`src/rtl/uart_host_pkg.sv`:
```
// Shared types and constants for the host-side UART transmitter.
// The FSM state set includes Parity, used only when UART_HOST_PARITY_EN is defined.
package uart_host_pkg;

  typedef enum logic [2:0] {
    Idle   = 3'd0,
    Start  = 3'd1,
    Data   = 3'd2,
    Stop   = 3'd3,
    Parity = 3'd4
  } state_t;

  localparam int DataBits = 8;
  localparam int StopBits = 1;

  function automatic int clocks_per_bit(input int clk_freq_hz, input int baud_rate);
    return clk_freq_hz / baud_rate;
  endfunction

endpackage

```
`src/rtl/uart_host_fifo.sv`:
```
// Synchronous byte FIFO with registered count, push/pop/full/empty and no fall-through.
module uart_host_fifo #(
  parameter int Width = 8,
  parameter int Depth = 16
) (
  input  logic                     clk,
  input  logic                     reset,
  input  logic                     push,
  input  logic [Width-1:0]         push_data,
  input  logic                     pop,
  output logic [Width-1:0]         pop_data,
  output logic                     full,
  output logic                     empty,
  output logic [$clog2(Depth):0]   count
);

  localparam int AddrW = $clog2(Depth);

  logic [Width-1:0] mem [Depth];
  logic [AddrW-1:0] wr_ptr;
  logic [AddrW-1:0] rd_ptr;
  logic             do_push;
  logic             do_pop;

  assign do_push  = push & ~full;
  assign do_pop   = pop & ~empty;
  assign full     = (count == (AddrW+1)'(Depth));
  assign empty    = (count == '0);
  assign pop_data = mem[rd_ptr];

  // NOTE: the storage array has no reset; only pointers and count do, so stale contents are never observable.
  always_ff @(posedge clk) begin
    if (do_push) mem[wr_ptr] <= push_data;
  end

  // NOTE: sequential state is assigned with <= so every flop samples pre-edge values.
  always_ff @(posedge clk) begin
    if (reset) begin
      wr_ptr <= '0;
      rd_ptr <= '0;
      count  <= '0;
    end else begin
      if (do_push) wr_ptr <= wr_ptr + AddrW'(1);
      if (do_pop)  rd_ptr <= rd_ptr + AddrW'(1);
      case ({do_push, do_pop})
        2'b10:   count <= count + (AddrW+1)'(1);
        2'b01:   count <= count - (AddrW+1)'(1);
        default: count <= count;
      endcase
    end
  end

endmodule

```
`src/rtl/uart_host_tx.sv`:
```
// Host-side UART transmitter: buffered bytes serialised as 8N1 frames on tx_o.
// Define UART_HOST_PARITY_EN to insert an even-parity bit between data and stop.
module uart_host_tx
  import uart_host_pkg::*;
#(
  parameter int ClkFreqHz = 12000000,
  parameter int BaudRate  = 115200,
  parameter int FifoDepth = 16
) (
  input  logic                        clk_i,
  input  logic                        reset_i,
  input  logic [7:0]                  data_i,
  input  logic                        valid_i,
  output logic                        ready_o,
  output logic                        tx_o,
  output logic                        busy_o,
  output logic [$clog2(FifoDepth):0]  fifo_count_o
);

  localparam int ClocksPerBit = clocks_per_bit(ClkFreqHz, BaudRate);
  localparam int CntW         = (ClocksPerBit < 2) ? 1 : $clog2(ClocksPerBit);

  generate
    if (ClocksPerBit < 2) begin : g_bad_baud
      $error("uart_host_tx: ClkFreqHz / BaudRate must be at least 2");
    end
    if (FifoDepth < 2 || (FifoDepth & (FifoDepth - 1)) != 0) begin : g_bad_depth
      $error("uart_host_tx: FifoDepth must be a power of two and at least 2");
    end
  endgenerate

  state_t              state;
  logic [CntW-1:0]     baud_cnt;
  logic [2:0]          bit_idx;
  logic [DataBits-1:0] shift;
  logic [DataBits-1:0] head;
  logic                full;
  logic                empty;
  logic                push;
  logic                pop;
  logic                bit_end;
  logic                tx_next;
`ifdef UART_HOST_PARITY_EN
  logic                parity_bit;
`endif

  assign ready_o = ~full;
  assign push    = valid_i & ~full;
  assign bit_end = (baud_cnt == CntW'(ClocksPerBit - 1));
  // Pop from Idle, or at the last stop cycle so the next start bit follows with no gap.
  assign pop     = ~empty & ((state == Idle) | ((state == Stop) & bit_end));
  assign busy_o  = (state != Idle) | ~empty;

  uart_host_fifo #(
    .Width (DataBits),
    .Depth (FifoDepth)
  ) u_fifo (
    .clk       (clk_i),
    .reset     (reset_i),
    .push      (push),
    .push_data (data_i),
    .pop       (pop),
    .pop_data  (head),
    .full      (full),
    .empty     (empty),
    .count     (fifo_count_o)
  );

  always_ff @(posedge clk_i) begin
    if (reset_i) begin
      state    <= Idle;
      baud_cnt <= '0;
      bit_idx  <= '0;
      shift    <= '0;
`ifdef UART_HOST_PARITY_EN
      parity_bit <= 1'b0;
`endif
    end else begin
      baud_cnt <= (state == Idle || bit_end) ? '0 : baud_cnt + CntW'(1);
      if (pop) begin
        shift <= head;
`ifdef UART_HOST_PARITY_EN
        parity_bit <= ^head;
`endif
      end
      case (state)
        Idle:  if (pop) state <= Start;
        Start: if (bit_end) begin
          state   <= Data;
          bit_idx <= '0;
        end
        Data:  if (bit_end) begin
          shift   <= shift >> 1;
          bit_idx <= bit_idx + 3'd1;
          if (bit_idx == 3'(DataBits - 1)) begin
`ifdef UART_HOST_PARITY_EN
            state <= Parity;
`else
            state <= Stop;
`endif
          end
        end
`ifdef UART_HOST_PARITY_EN
        Parity: if (bit_end) state <= Stop;
`endif
        Stop:  if (bit_end) state <= pop ? Start : Idle;
        default: state <= Idle;
      endcase
    end
  end

  // NOTE: always_comb outputs get a default first so no path leaves them unassigned (no latch).
  always_comb begin
    tx_next = 1'b1;
    case (state)
      Start:   tx_next = 1'b0;
      Data:    tx_next = shift[0];
`ifdef UART_HOST_PARITY_EN
      Parity:  tx_next = parity_bit;
`endif
      default: tx_next = 1'b1;
    endcase
  end

  // The line is a bare flop, one cycle behind the state that selects its level.
  always_ff @(posedge clk_i) begin
    if (reset_i) tx_o <= 1'b1;
    else         tx_o <= tx_next;
  end

endmodule
```
`config.mk`:
```
export PLATFORM = sky130hd
export DESIGN_NAME = uart_host_tx
export DESIGN_NICKNAME = d
export VERILOG_FILES = /design/src/rtl/uart_host_pkg.sv /design/src/rtl/uart_host_fifo.sv /design/src/rtl/uart_host_tx.sv
export SDC_FILE = /design/constraint.sdc
export NUM_CORES = 1
export LEC_CHECK = 0
export CORE_AREA = 5 5 129 131
export DETAILED_ROUTE_END_ITERATION = 16
export DIE_AREA = 0 0 134 136
export GPL_TIMING_DRIVEN = 0
export SYNTH_ARGS = -nofsm -noshare
export SYNTH_HDL_FRONTEND = slang
export SYNTH_SLANG_ARGS = --single-unit
```
`constraint.sdc`:
```
create_clock -name clk_i -period 3.31 [get_ports clk_i]
set_input_delay 0.4965 -clock clk_i [delete_from_list [all_inputs] [get_ports clk_i]]
set_output_delay 0.4965 -clock clk_i [all_outputs]
set_load 0.01 [all_outputs]
```
==> key figures <==
Status
  • Result of the run: completed

Drt
  • Via count of the routed design: about 3.7k
  • TritonRoute pass-1 iters: 4
  • Initial detailed-routing violation count: ~300
  • Total routed wirelength: 13300 um
  • Routed len/inst: 19.8 um
  • Drc violations: 0
  • Routed vias/inst: 5.47
  • Remaining antenna violation count after routing: 0

GRT
  • Wire length of the first global-routing pass: between 20000 and 25000 um
  • Tot GR Track Use: between 10% and 20%
  • Via count of the first global-routing pass: 3749
  • Antenna violations before repair: 0
  • Pin count of the biggest net entering global routing: 17
  • Remaining global-route overflow: 0

Die
  • Die Footprint: 0.0182 sq mm
  • Die Y: between 100 and 150 um
  • Area inside the core boundary: about 0.015 sq mm
  • Effective utilization at floorplan: 43.9%
  • Std cell rows: 46
  • I/O pin total: 19
  • Floorplan die width: between 100 and 150 um

CTS
  • Count of H-tree levels built during CTS: 4
  • Root Buffer: clkbuf_16
  • Clock sinks: approximately 170
  • Clock-pin slew of the registers on the worst-case setup and hold paths: 0.06 ns
  • Clock tree from TritonCTS: built
  • Bufs on Longest Clock Path: 2
  • Number of buffers inserted during clock tree synthesis: 17
  • Clk_lat worst skew: about 0.42 ns

Placed design
  • Worst slack at placement: -0.183 ns
  • Final HPWL DP: between 8000 and 9000 um
  • Placer congestion estimate: roughly 0.75
  • Count of input and output buffers: 18

Setup path
  • Worst-case register-to-register setup slack: between 0.15 and 0.2 ns
  • Max FO, Critical Path: 11
  • Kind of start point of the critical path: register
  • Nature of the critical path endpoint: register
  • Worst setup path class: register to register
  • Arrival time at the worst endpoint: about 3.4 ns
  • Endpoint of the most critical register-to-register path: u_fifo.count[4]
  • Startpoint of the worst register-to-register path: u_fifo.count[0]
  • Source of the critical timing path: u_fifo.count[0]
  • Worst reg2reg path depth: 15
  • Required @ worst endpoint: between 3 and 4 ns

Yosys
  • Flip-flop and latch count after synthesis: 166
  • Synthesized instance count: 428
  • Number of warnings issued by yosys: 0
  • Syn Std Cell Area: slightly below 0.007 sq mm
  • Number of distinct library cells after synthesis: 48
  • Async S/R FF share, synth: 0%
  • Net count after synthesis: 455
  • Post-synthesis sequential area ratio: between 60% and 70%
  • Number of enable-type register cells in the synthesized netlist: 128
  • Post-synth top flop: edfxtp_1
  • Average footprint of a synthesized cell: 15.9 sq um

STA
  • Tcrit/Tclk final: a little over nine tenths
  • Worst setup slack after layout: ~0.18 ns
  • Maximum clock frequency: around 0.32 GHz
  • Number of pins exceeding their max-slew limit in the final report: 0
  • Worst relative slew slack: between 30% and 40%
  • Minimum clock period: ~3.1 ns
  • Transition time of the tightest slew-check pin: between 0.9 and 1 ns
  • Final number of setup-violating endpoints: 0
  • RSZ-0062 raised after global routing: false
  • Clock skew after layout: 0.00968 ns
  • Final Hold Viols: 0

Power
  • Power per standard cell area: approximately 740 mW/mm^2
  • Leakage: approximately 2.6 nW
  • Largest vdd supply drop: 512 uV
  • Power Total: about 5.8 mW

Layout
  • Ratio of cells with drive above 1 in the final layout: between 20% and 30%
  • Filler instances: ~1.2k
  • Number of nets in the final layout: 496
  • Area grow syn2layout: 16.0%
  • Number of antenna diodes: 0

Hold path
  • End point of the most critical hold path: baud_cnt[0]
  • Min-Delay Path Class: register to register
  • Hold path startpoint: baud_cnt[0]
  • Number of instances on the worst hold path: 1

Job
  • Max_cap viols: 0
[worst max-delay path: stages (launching register included)]
cell and delay, ns:
dfxtp_2 0.36, nor4_4 0.35, and2b_4 0.23, or2_1 0.12, buf_6 0.12, inv_6 0.04, buf_12 0.13, ha_1 0.21
buf_4 0.18, xor2_2 0.14, ha_2 0.20, a211o_1 0.26, nand2_1 0.06, nand3b_1 0.07, a31oi_1 0.20, mux2_2 0.35
[power breakdown]
group | switching, mW | leakage, nW | internal (mW)
sequential | 0.0835 | 1.47 | 2.38
clock | 0.825 | 0.273 | 1.12
combinational | 0.727 | 0.883 | 0.688
total | 1.64 | 2.62 | 4.19
[through the flow]
stage | utilization (%) | area [sq um] | hold slack [ns] | TNS [ns] | std cells
after floorplan | - | 6800 | 0.418 | 0 | 428
after global placement | 46.6 | 7220 | 0.430 | -0.130 | 638
after detailed placement | 46.7 | 7230 | 0.454 | -0.183 | 638
after CTS | 50.6 | 7830 | 0.463 | 0 | 669
after global routing | 51.0 | 7890 | 0.476 | 0 | 673
final | 51.0 | 7890 | 0.456 | 0 | 673
[routing by layer]
| metal | global-route usage, % | vias to the layer above | wire length (um) |
|---|---|---|---|
| li1 | - | 1725 | - |
| met1 | 20.4 | 1854 | 5760 |
| met2 | 26.1 | 91 | 6660 |
| met3 | 4.26 | 10 | 737 |
| met4 | 5.31 | 0 | 170 |
| met5 | 0 | - | 0 |
[cells by family (layout without fill, tap and decap cells)]
group           after synthesis  in the layout  synth area share (%)
flops                       166            166                  67.7
compound gates               55             55                  6.00
fa+ha+maj                    16             16                  2.94
simple gates                108            108                  7.42
xor+xnor                     15             15                  1.93
buf+inv                      30             83                  2.47
mux                          38             38                  11.5
[sequential cells by signal, indices dropped and copies added (netlist names), named ones only]
name,cells
state,2
bit_idx,3
u_fifo.wr_ptr,4
u_fifo.rd_ptr,4
u_fifo.mem,128
baud_cnt,7
shift,8
u_fifo.count,5
tx_o,1
[repair_timing]
item                       4_1_cts  5_1_grt
gates cloned                     0        0
hold buffers                     0        0
setup endpoints to repair        1        1
setup buffers                    0        4
pin swaps                        0        3
gates resized for setup          5        8
[area by class of cell]
cell class / instances / area [sq um] / area share, %
Multi-Input combinational cell: 232 / 2080 / 26.4
Tap cell: 192 / 240 / 3.05
Buffer: 21 / 133 / 1.68
Clock buffer: 18 / 429 / 5.44
Sequential cell: 166 / 4610 / 58.4
Inverter: 9 / 38.8 / 0.492
Clock inverter: 13 / 150 / 1.90
Timing Repair Buffer: 22 / 210 / 2.66
[how the worst max path moves through the flow]
stage                           end  slack, ns
finish              u_fifo.count[4]       0.18
global route        u_fifo.count[4]      0.004
CTS                 u_fifo.count[4]       0.01
detailed placement  u_fifo.count[4]      -0.18
global placement    u_fifo.count[4]      -0.13
floorplan           u_fifo.count[4]       0.19
[cell usage after synthesis, types with 4 or more instances]
| library cell | n | area, sq um |
|---|---|---|
| edfxtp_1 | 128 | 3840 |
| nor2_1 | 46 | 173 |
| dfxtp_1 | 38 | 761 |
| mux4_2 | 32 | 721 |
| nand2_1 | 29 | 109 |
| a22oi_1 | 17 | 128 |
| ha_1 | 16 | 200 |
| a21oi_1 | 15 | 75.1 |
| xor2_1 | 9 | 78.8 |
| clkbuf_1 | 8 | 30.0 |
| inv_1 | 8 | 30.0 |
| a211oi_2 | 6 | 75.1 |
| nor3_1 | 6 | 30.0 |
| xnor2_1 | 6 | 52.6 |
| nand3_1 | 5 | 25.0 |
| buf_1 | 4 | 15.0 |
| mux2i_1 | 4 | 40.0 |
| nand2b_1 | 4 | 25.0 |
[placed cells by master, fill, tap and decap left out, drive strengths merged, types with 5 or more instances in the layout]
cell / instances
a211oi: 9
a21oi: 15
a22oi: 17
buf: 18
clkbuf: 25
clkdlybuf4s50: 18
dfxtp: 38
edfxtp: 128
ha: 16
inv: 13
mux4: 32
nand2: 29
nand3: 5
nor2: 46
nor3: 6
xnor2: 6
xor2: 9
Power figures use the tool's default switching activity.
